File: src/rtl/mem_access_unit_pkg.sv
// -----------------------------------------------------------------------------
// mem_access_unit_pkg
// Shared types and helpers for the memory-access stage.
//   msize_t      : access size encoding (B/H/W/D = 1/2/4/8 bytes)
//   mem_state_t  : memory-stage FSM states
//   size_mask()  : byte-strobe pattern for a size, before lane shifting
//   is_misaligned(): true when a lane offset is not a multiple of the size
// -----------------------------------------------------------------------------
package mem_access_unit_pkg;

    typedef enum logic [1:0] {
        SZ_B = 2'd0,
        SZ_H = 2'd1,
        SZ_W = 2'd2,
        SZ_D = 2'd3
    } msize_t;

    typedef enum logic [1:0] {
        ST_IDLE  = 2'd0,
        ST_WAIT  = 2'd1,
        ST_DONE  = 2'd2,
        ST_DRAIN = 2'd3
    } mem_state_t;

    localparam int LANE_OFF_W = 3;

    function automatic logic [7:0] size_mask(input msize_t sz);
        logic [7:0] m;
        case (sz)
            SZ_B:    m = 8'h01;
            SZ_H:    m = 8'h03;
            SZ_W:    m = 8'h0F;
            default: m = 8'hFF;
        endcase
        return m;
    endfunction

    function automatic logic is_misaligned(input msize_t sz, input logic [LANE_OFF_W-1:0] off);
        logic mis;
        case (sz)
            SZ_B:    mis = 1'b0;
            SZ_H:    mis = off[0];
            SZ_W:    mis = |off[1:0];
            default: mis = |off;
        endcase
        return mis;
    endfunction

endpackage

File: src/rtl/mem_access_unit_extend.sv
// -----------------------------------------------------------------------------
// mem_extend
// Combinational load-data alignment: shifts the addressed byte lane down to
// bit 0, truncates to the access size and sign- or zero-extends to DATA_W.
// Ports:
//   raw_data  in  DATA_W  raw bus read data
//   lane_off  in  3       byte offset of the access within the bus word
//   size      in  msize_t access size
//   sign_ext  in  1       1 = sign-extend, 0 = zero-extend
//   ext_data  out DATA_W  aligned, extended result
// -----------------------------------------------------------------------------
module mem_extend
    import mem_access_unit_pkg::*;
#(
    parameter int DATA_W = 64
) (
    input  logic [DATA_W-1:0]     raw_data,
    input  logic [LANE_OFF_W-1:0] lane_off,
    input  msize_t                size,
    input  logic                  sign_ext,
    output logic [DATA_W-1:0]     ext_data
);

    logic [DATA_W-1:0] shifted;

    always_comb begin
        shifted  = raw_data >> {lane_off, 3'b000};
        ext_data = shifted;
        case (size)
            SZ_B:    ext_data = {{(DATA_W-8){sign_ext & shifted[7]}},   shifted[7:0]};
            SZ_H:    ext_data = {{(DATA_W-16){sign_ext & shifted[15]}}, shifted[15:0]};
            SZ_W:    ext_data = {{(DATA_W-32){sign_ext & shifted[31]}}, shifted[31:0]};
            default: ext_data = shifted;
        endcase
    end

endmodule

File: src/rtl/mem_access_unit.sv
// -----------------------------------------------------------------------------
// mem_access_unit
// Memory stage: turns the Ex/Mem load/store payload into a single data-bus
// request, stalls the pipeline while it is outstanding, and presents the
// aligned/extended load result (0 for stores) toward Mem/WB.
//
// Build option: MEM_MISALIGN_CHECK_EN
//   defined   : size-misaligned ops skip the bus, go straight to DONE with
//               res_data=0 and the extra output 'misalign' asserted.
//   undefined : no check; misaligned ops issue normally, strobe bits that
//               shift past lane 7 are dropped.
//
// Ports:
//   clk, rst (synchronous, active-low)
//   op_*         Ex/Mem payload (valid, load, store, addr, wdata, size, signed)
//   flush        kill current instruction
//   wb_stall     Mem/WB not accepting
//   dreq_*       bus request (valid, addr, size, strobe, wdata); zero when idle
//   dresp_ok/dresp_data  bus response pulse and raw read data
//   mem_stall    hold request to hazard unit
//   res_valid/res_data   result toward Mem/WB
//   misalign     (MEM_MISALIGN_CHECK_EN only) misaligned op flagged in DONE
//
// State    | meaning
// ---------+-----------------------------------------------------
// IDLE     | no transaction
// WAIT     | request outstanding, pipeline stalled
// DONE     | result held for handoff to Mem/WB
// DRAIN    | request outstanding for a flushed instruction
// -----------------------------------------------------------------------------
module mem_access_unit
    import mem_access_unit_pkg::*;
#(
    parameter int ADDR_W = 64,
    parameter int DATA_W = 64
) (
    input  logic                clk,
    input  logic                rst,
    input  logic                op_valid,
    input  logic                op_load,
    input  logic                op_store,
    input  logic [ADDR_W-1:0]   op_addr,
    input  logic [DATA_W-1:0]   op_wdata,
    input  logic [1:0]          op_size,
    input  logic                op_signed,
    input  logic                flush,
    input  logic                wb_stall,
    output logic                dreq_valid,
    output logic [ADDR_W-1:0]   dreq_addr,
    output logic [1:0]          dreq_size,
    output logic [DATA_W/8-1:0] dreq_strobe,
    output logic [DATA_W-1:0]   dreq_wdata,
    input  logic                dresp_ok,
    input  logic [DATA_W-1:0]   dresp_data,
    output logic                mem_stall,
`ifdef MEM_MISALIGN_CHECK_EN
    output logic                misalign,
`endif
    output logic                res_valid,
    output logic [DATA_W-1:0]   res_data
);

    localparam int STRB_W = DATA_W / 8;

    mem_state_t        state_q,  state_d;
    logic [ADDR_W-1:0] addr_q,   addr_d;
    msize_t            size_q,   size_d;
    logic [DATA_W-1:0] wdata_q,  wdata_d;
    logic              signed_q, signed_d;
    logic              load_q,   load_d;
    logic [DATA_W-1:0] rdata_q,  rdata_d;
`ifdef MEM_MISALIGN_CHECK_EN
    logic              misalign_q, misalign_d;
`endif

    logic              is_mem_op;
    logic [DATA_W-1:0] ext_data;

    // Extension works off the latched request, so the Ex/Mem payload is free
    // to change while the response is pending.
    mem_extend #(
        .DATA_W (DATA_W)
    ) u_extend (
        .raw_data (dresp_data),
        .lane_off (addr_q[LANE_OFF_W-1:0]),
        .size     (size_q),
        .sign_ext (signed_q),
        .ext_data (ext_data)
    );

    always_ff @(posedge clk) begin
        if (!rst) begin
            state_q  <= ST_IDLE;
            addr_q   <= '0;
            size_q   <= SZ_B;
            wdata_q  <= '0;
            signed_q <= 1'b0;
            load_q   <= 1'b0;
            rdata_q  <= '0;
`ifdef MEM_MISALIGN_CHECK_EN
            misalign_q <= 1'b0;
`endif
        end else begin
            state_q  <= state_d;
            addr_q   <= addr_d;
            size_q   <= size_d;
            wdata_q  <= wdata_d;
            signed_q <= signed_d;
            load_q   <= load_d;
            rdata_q  <= rdata_d;
`ifdef MEM_MISALIGN_CHECK_EN
            misalign_q <= misalign_d;
`endif
        end
    end

    always_comb begin
        state_d  = state_q;
        addr_d   = addr_q;
        size_d   = size_q;
        wdata_d  = wdata_q;
        signed_d = signed_q;
        load_d   = load_q;
        rdata_d  = rdata_q;
`ifdef MEM_MISALIGN_CHECK_EN
        misalign_d = misalign_q;
        misalign   = 1'b0;
`endif
        is_mem_op   = op_load | op_store;
        dreq_valid  = 1'b0;
        dreq_addr   = '0;
        dreq_size   = 2'd0;
        dreq_strobe = '0;
        dreq_wdata  = '0;
        mem_stall   = 1'b0;
        res_valid   = 1'b0;
        res_data    = '0;

        case (state_q)
            ST_IDLE: begin
                if (op_valid && is_mem_op && !flush) begin
                    addr_d    = op_addr;
                    size_d    = msize_t'(op_size);
                    wdata_d   = op_wdata;
                    signed_d  = op_signed;
                    load_d    = op_load;
                    mem_stall = 1'b1;
`ifdef MEM_MISALIGN_CHECK_EN
                    if (is_misaligned(msize_t'(op_size), op_addr[LANE_OFF_W-1:0])) begin
                        misalign_d = 1'b1;
                        rdata_d    = '0;
                        state_d    = ST_DONE;
                    end else begin
                        misalign_d = 1'b0;
                        state_d    = ST_WAIT;
                    end
`else
                    state_d   = ST_WAIT;
`endif
                end else if (op_valid && !is_mem_op && !flush) begin
                    // Non-memory instruction passes straight through.
                    res_valid = 1'b1;
                end
            end

            ST_WAIT, ST_DRAIN: begin
                // The bus forbids withdrawing a request, so it stays up in DRAIN.
                dreq_valid = 1'b1;
                dreq_addr  = addr_q;
                dreq_size  = size_q;
                dreq_wdata = wdata_q << {addr_q[LANE_OFF_W-1:0], 3'b000};
                if (!load_q) begin
                    dreq_strobe = STRB_W'(size_mask(size_q)) << addr_q[LANE_OFF_W-1:0];
                end
                if (state_q == ST_WAIT) begin
                    mem_stall = 1'b1;
                    if (dresp_ok) begin
                        rdata_d = load_q ? ext_data : '0;
                        state_d = flush ? ST_IDLE : ST_DONE;
                    end else if (flush) begin
                        state_d = ST_DRAIN;
                    end
                end else if (dresp_ok) begin
                    state_d = ST_IDLE;
                end
            end

            ST_DONE: begin
                if (flush) begin
                    state_d = ST_IDLE;
                end else begin
                    res_valid = 1'b1;
                    res_data  = rdata_q;
`ifdef MEM_MISALIGN_CHECK_EN
                    misalign  = misalign_q;
`endif
                    if (!wb_stall) begin
                        state_d = ST_IDLE;
                    end
                end
            end

            default: state_d = ST_IDLE;
        endcase
    end

endmodule
File: config.mk
export PLATFORM = sky130hd
export DESIGN_NAME = mem_access_unit
export DESIGN_NICKNAME = d
export VERILOG_FILES = /design/src/rtl/mem_access_unit_pkg.sv /design/src/rtl/mem_access_unit_extend.sv /design/src/rtl/mem_access_unit.sv
export SDC_FILE = /design/constraint.sdc
export NUM_CORES = 1
export LEC_CHECK = 0
export ABC_CLOCK_PERIOD_IN_PS = 3090
export BUFFER_PORTS_ARGS = -buffer_cell sky130_fd_sc_hd__clkbuf_2
export CELL_PAD_IN_SITES_DETAIL_PLACEMENT = 0
export CELL_PAD_IN_SITES_GLOBAL_PLACEMENT = 1
export CORE_AREA = 3 3 185 187
export DETAILED_ROUTE_END_ITERATION = 16
export DIE_AREA = 0 0 188 190
export GPL_ROUTABILITY_DRIVEN = 0
export PLACE_DENSITY_LB_ADDON = 0.1
export SLEW_MARGIN = 5
export SYNTH_ARGS = -nofsm -noshare
export SYNTH_HDL_FRONTEND = slang
export SYNTH_HIERARCHICAL = 1
export SYNTH_SLANG_ARGS = --single-unit
File: constraint.sdc
create_clock -name clk -period 3.09 [get_ports clk]
set_input_delay 0.1545 -clock clk [delete_from_list [all_inputs] [get_ports clk]]
set_output_delay 0.1545 -clock clk [all_outputs]
set_load 0.03 [all_outputs]
* Word-level counts from Yosys, hierarchy flattened *
Cells that the tools add are included.

word-level totals
  flip-flop bits (word level) = 198
  bits in latches = 0
  bits in writable memories = 0
  bits in read-only memories = 0
  output and inout port bits = 205
  word-level logic and storage cells = 64
  memories kept = 0

cells by class
  $add $sub $neg = 0
  multiply operators = 0
  div/mod/pow operators = 0
  $lt $le $gt $ge = 0
  eq/ne operators = 9
  shifts and indexed selects = 3
  muxes and demuxes = 29
  bitwise logic cells = 4
  reductions and logical operators = 12

operators with widths
  kind                                                                   count
  64-bit 2-to-1 mux                                                      5
  64-bit one-hot mux with 3 select lines                                 1
  64-bit by 6-bit << shifter with 64-bit output                          1
  64-bit by 6-bit right shift with 64-bit output                         1
  8-bit 2-to-1 mux                                                       4
  8-bit one-hot mux with 3 select lines                                  1
  2-bit 2-to-1 mux                                                       9
  3-bit != test, second input constant                                   3
  8-bit by 3-bit << shifter with 8-bit output                            1
  2-bit equality test, second input constant                             3
  1-bit 2-to-1 mux                                                       6
  2-bit one-hot mux with 3 select lines                                  1
  2-bit by 1-bit equality test with 1-bit output, second input constant  2
  1-bit logical AND                                                      4
  2-bit logical NOT                                                      2
  1-bit one-hot mux with 2 select lines                                  2
  4-bit AND reduction                                                    1
  1-bit AND                                                              3
  3-bit AND reduction                                                    1
  1-bit logical NOT                                                      2
  2-bit != test, second input constant                                   1
  2-bit AND reduction                                                    1
  2-bit OR reduction                                                     1
  1-bit OR                                                               1

* Longest topological paths before layout *
  depth in word-level cells = 7
  gate-level depth with buffers = 10
  gate-level depth less buffers = 6

* Hierarchy *
Netlist, hierarchy kept.

modules (own cells, without submodules)
  module           instances  cells each  area an instance (sq um)
  mem_access_unit  1          1348        11085.6
  mem_extend       1          261         2272.2

* Least setup slack after synthesis *
Ideal clock, no wire load.

  path kind = register -> output
  start point = reg addr_q[0]
  end point = out dreq_strobe[6]
  arrival time = 2.677 ns
  required time = 2.935 ns
  path slack = 0.258 ns
  cell stages (with the launch flop) = 6
  path buffers = 3
  path through = dfxtp_1 > buf_4 > buf_2 > buf_2 > a211oi_1 > a2111oi_0

between the ends
  word-level cells in the longest chain between the ends = 3

RTL lines
  element                                      RTL line                RTL
  from (decl)                                  mem_access_unit.sv:66   logic [ADDR_W-1:0] addr_q, addr_d;
  from (signal assigned)                       mem_access_unit.sv:105  addr_q <= addr_d;
  8-bit by 3-bit << shifter with 8-bit output  mem_access_unit.sv:173  dreq_strobe = STRB_W'(size_mask(size_q)) << addr_q[LANE_OFF_W-1:0];
  8-bit 2-to-1 mux                             mem_access_unit.sv:172  if (!load_q) begin
  8-bit 2-to-1 mux                             mem_access_unit.sv:139  case (state_q)
  to (decl)                                    mem_access_unit.sv:51   output logic [DATA_W/8-1:0] dreq_strobe,

No other way between the ends.

* Final worst setup path *
  start point = reg addr_q[2]
  end point = out dreq_wdata[54]

between the ends
  word-level cells in the longest chain between the ends = 2

RTL lines
  element                                        RTL line                RTL
  64-bit by 6-bit << shifter with 64-bit output  mem_access_unit.sv:171  dreq_wdata = wdata_q << {addr_q[LANE_OFF_W-1:0], 3'b000};
  64-bit 2-to-1 mux                              mem_access_unit.sv:139
  to (decl)                                      mem_access_unit.sv:52   output logic [DATA_W-1:0] dreq_wdata,

No other way between the ends.

==> results.sh <==
export IMPL_cell_internal_pwr_mw=4.32
export IMPL_synth_edf_count=0
export IMPL_setup_buffers_after_cts=0
export IMPL_largest_net_degree_at_the_start_of_global_routing=77
export IMPL_static_leakage_power_nw=6.74
export IMPL_grt_overflow_total=0
export IMPL_initial_core_util_pct=41.0
export IMPL_family_with_the_most_delay_on_the_worst_path="simple AND/OR/NAND/NOR gates"
export IMPL_p_total_mw=6.17
export IMPL_area_sequential_um2=3980
export IMPL_htree_levels=4
export IMPL_crit_reg2reg_capture="rdata_q[17]"
export IMPL_drt_wirelength_per_cell_um=21.1
export IMPL_hold_path_endpoint="wdata_q[32]"
export IMPL_cts_resized=0
export IMPL_worst_path_largest_cell_delay_ns=0.81
export IMPL_timing_hold_violations_final=0
export IMPL_ys_ff_latch=198
export IMPL_p_sw_share_pct=30.0
export IMPL_fin_worst_skew_ns=0.00715
export IMPL_worst_slew_margin_pct=48.9
export IMPL_syn_area_per_cell_um2=8.30
export IMPL_p_sw_mw=1.85
export IMPL_vias_per_cell=5.70
export IMPL_drtPass1Iterations=7
export IMPL_grt_antenna_before_repair=1
export IMPL_areaGrowthSynthToFinish_pct=29.8
export IMPL_crit_path_start_kind="flop"
export IMPL_share_clk_of_total_power_pct=36.5
export IMPL_max_freq_mhz=346
export IMPL_outcome="complete, no violations"
export IMPL_die_y_um=190
export IMPL_yosysWarningCount=6
export IMPL_worstPathRequired_ns=2.94
export IMPL_slew_viol_final=0
export IMPL_synth_cells=1609
export IMPL_clock_path_buffers=2
export IMPL_numCtsBuffers=17
export IMPL_fin_tns_setup_ns=0
export IMPL_tritoncts="done"
export IMPL_clkTransAtPathRegs_ns=0.08
export IMPL_setup_viol=0
export IMPL_core_rowCount=66
export IMPL_worst_hold_path_stage_count=3
export IMPL_grt_setup_unrepaired="false"
export IMPL_layout_setup_ws_ns=0.200
export IMPL_worst_slew_pin_slew_ns=0.765
export IMPL_rrSetupSlack_ns=0.68
export IMPL_first_global_vias=13704
export IMPL_mostFrequentLayoutCell="sky130_fd_sc_hd__clkbuf_2"
export IMPL_seqPwrFrac_pct=44.3
export IMPL_synth_async_sr_flop_share_pct=0
export IMPL_hold_path_class="input pin to flop"
export IMPL_synth_top_area_share_pct=29.7
export IMPL_final_cell_mix="sky130_fd_sc_hd__clkbuf_2 (406), sky130_fd_sc_hd__nand3_1 (208), sky130_fd_sc_hd__dfxtp_1 (193)"
export IMPL_coreArea_um2=32600
export IMPL_critical_path_endpoint_type="primary output"
export IMPL_diodes=0
export IMPL_hold_start="op_wdata[32]"
export IMPL_boundaryPins=408
export IMPL_dieWidth_um=188
export IMPL_largest_fanout_on_the_critical_path=55
export IMPL_layout_nets=2223
export IMPL_share_of_layout_cells_above_drive_strength_1_pct=27.8
export IMPL_irDropWorstVdd_v=0.000385
export IMPL_combinationalPowerShare_pct=19.2
export IMPL_synthDistinctLibCells=52
export IMPL_cp_slowest_cell="sky130_fd_sc_hd__dfxtp_4"
export IMPL_worst_path_buf_inv=1
export IMPL_clockRootBuffer="sky130_fd_sc_hd__clkbuf_16"
export IMPL_grt_first_pass_wirelength_um=80000
export IMPL_placed_cells=2314
export IMPL_synth_top_flop_cell="sky130_fd_sc_hd__dfxtp_1"
export IMPL_final_cell_area_um2=17300
export IMPL_hpwl_um=36100
export IMPL_fin_crit_ns=2.89
export IMPL_postPlaceCellArea_um2=15500
export IMPL_rr_worst_depth=8
export IMPL_drt_total_wl_um=52300
export IMPL_port_buffers=407
export IMPL_dieArea_um2=35700
export IMPL_post_synth_top_area_cell="sky130_fd_sc_hd__dfxtp_1"
export IMPL_reg2reg_from="addr_q[2]"
export IMPL_netlist_area_um2=13400
export IMPL_finish_cell_count_without_fillers=2475
export IMPL_detailroute_via_count=14099
export IMPL_cellPowerDensity_nw_per_um2=355
export IMPL_drc=0
export IMPL_place_ws_ns=0.702
export IMPL_synth_seq_area_share_pct=29.7
export IMPL_nFillCells=3197
export IMPL_synth_fp_nets=1812
export IMPL_overall_routing_resource_usage_pct=28.1
export IMPL_multi_input_comb_area_um2=8410
export IMPL_timing_critical_path_arrival_ns=2.74
export IMPL_drt_initial_drc_count=1146
export IMPL_max_cap_viol_count=0
export IMPL_critical_path_class="flop to primary output"
export IMPL_cell_types_occupying_the_most_area_after_synthesis="sky130_fd_sc_hd__dfxtp_1 (30%), sky130_fd_sc_hd__mux2i_1 (8.5%), sky130_fd_sc_hd__nand3_1 (7.8%)"
export IMPL_antenna_violating_nets_post_route=0
export IMPL_path_cells="nand2b_1 > nor2_1 > a221o_1 > clkbuf_2"
export IMPL_cts_sinks=198
export IMPL_min_period_over_period_pct=93.5
export IMPL_clock_insertion_delay_worst_skew_ns=0.45
worst reg2reg max path, cell delays in order, from the launching register on:
cell                        delay (ns)
sky130_fd_sc_hd__dfxtp_4          0.81
sky130_fd_sc_hd__buf_4            0.37
sky130_fd_sc_hd__nand2b_1         0.09
sky130_fd_sc_hd__a2bb2oi_2        0.13
sky130_fd_sc_hd__nand4_1          0.11
sky130_fd_sc_hd__buf_4            0.34
sky130_fd_sc_hd__o2111ai_1        0.22
sky130_fd_sc_hd__nand3_1          0.14
sky130_fd_sc_hd__a21boi_0         0.10
power by group through the flow:
stage	registers, mW	clock network [mW]	logic (mW)
2_1_floorplan	2.73	0	0.710
3_3_place_gp	2.79	0	1.03
3_5_place_dp	2.79	0	1.04
4_1_cts	2.73	2.30	1.18
5_1_grt	2.74	2.39	1.28
6_report	2.73	2.25	1.18
cell type report:
| cell class | count | area share (%) |
|---|---|---|
| Tap cell | 442 | 3.19 |
| Multi-Input combinational cell | 1207 | 48.5 |
| Inverter | 15 | 0.325 |
| Clock buffer | 20 | 2.58 |
| Clock inverter | 12 | 0.671 |
| Sequential cell | 198 | 22.9 |
| Timing Repair Buffer | 581 | 21.8 |
kinds of logic after synthesis:
| logic type | count (synthesis) | share of synthesized area (%) |
|---|---|---|
| buffers and inverters | 204 | 7.50 |
| multiplexers | 181 | 17.3 |
| AO/OA/AOI/OAI | 460 | 23.5 |
| AND/OR/NAND/NOR | 566 | 22.0 |
| flip-flops | 198 | 29.7 |
per-stage QoR:
stage          hold WS [ns]  utilization, %
5_1_grt              0.0322            53.2
4_1_cts              0.0160            53.2
3_5_place_dp          0.390            47.5
2_1_floorplan         0.294               -
3_3_place_gp          0.386            47.5
6_report             0.0339            53.2
state kept, by name, summed over array words and instances (netlist names):
register	cells
size_q	2
addr_q	64
state_q	2
rdata_q	64
load_q	1
wdata_q	64
signed_q	1
timing repair:
| item | in CTS | in global routing |
|---|---|---|
| hold buffers | 129 | 0 |
| hold endpoints to repair | 129 | 0 |
| setup endpoints to repair | 0 | 0 |
worst max-delay path by stage:
stage,start,end,slack (ns),depth (start not counted)
6_report,addr_q[2],dreq_wdata[54],0.20,4
5_1_grt,addr_q[2],dreq_wdata[55],0.01,4
2_1_floorplan,addr_q[0],dreq_strobe[6],0.26,5
3_5_place_dp,addr_q[1],dreq_wdata[49],0.70,5
3_3_place_gp,addr_q[2],dreq_wdata[54],0.70,4
4_1_cts,addr_q[2],dreq_wdata[54],0.20,4
synth_stat cells, types with 2 or more instances:
cell	number
sky130_fd_sc_hd__a2111oi_0	2
sky130_fd_sc_hd__a211oi_1	12
sky130_fd_sc_hd__a21boi_0	117
sky130_fd_sc_hd__a21boi_1	80
sky130_fd_sc_hd__a21oi_1	7
sky130_fd_sc_hd__a221o_1	8
sky130_fd_sc_hd__a221oi_1	8
sky130_fd_sc_hd__a22o_1	8
sky130_fd_sc_hd__a22oi_1	6
sky130_fd_sc_hd__and2_1	139
sky130_fd_sc_hd__and3b_1	3
sky130_fd_sc_hd__buf_1	19
sky130_fd_sc_hd__buf_2	47
sky130_fd_sc_hd__buf_4	11
sky130_fd_sc_hd__buf_6	18
sky130_fd_sc_hd__clkbuf_1	93
sky130_fd_sc_hd__dfxtp_1	198
sky130_fd_sc_hd__inv_1	15
sky130_fd_sc_hd__mux2_2	30
sky130_fd_sc_hd__mux2i_1	114
sky130_fd_sc_hd__mux4_2	37
sky130_fd_sc_hd__nand2_1	114
sky130_fd_sc_hd__nand2b_1	10
sky130_fd_sc_hd__nand3_1	208
sky130_fd_sc_hd__nand3b_1	2
sky130_fd_sc_hd__nand4_1	26
sky130_fd_sc_hd__nor2_1	37
sky130_fd_sc_hd__nor2b_1	10
sky130_fd_sc_hd__nor3_1	4
sky130_fd_sc_hd__nor3b_1	4
sky130_fd_sc_hd__o2111ai_1	16
sky130_fd_sc_hd__o211ai_1	4
sky130_fd_sc_hd__o21ai_0	73
sky130_fd_sc_hd__o21ai_1	80
sky130_fd_sc_hd__o22a_1	8
sky130_fd_sc_hd__o22ai_1	16
sky130_fd_sc_hd__o2bb2ai_1	8
sky130_fd_sc_hd__or2_2	3
layer usage:
| layer | GRT usage (%) | vias to the layer above | routed length [µm] |
|---|---|---|---|
| li1 | - | 6639 | - |
| met1 | 35.3 | 6755 | 21600 |
| met2 | 49.0 | 610 | 25800 |
| met3 | 4.83 | 93 | 3280 |
| met4 | 9.55 | 2 | 1570 |
| met5 | 0 | - | 8 |
Power figures use the tool's default switching activity.
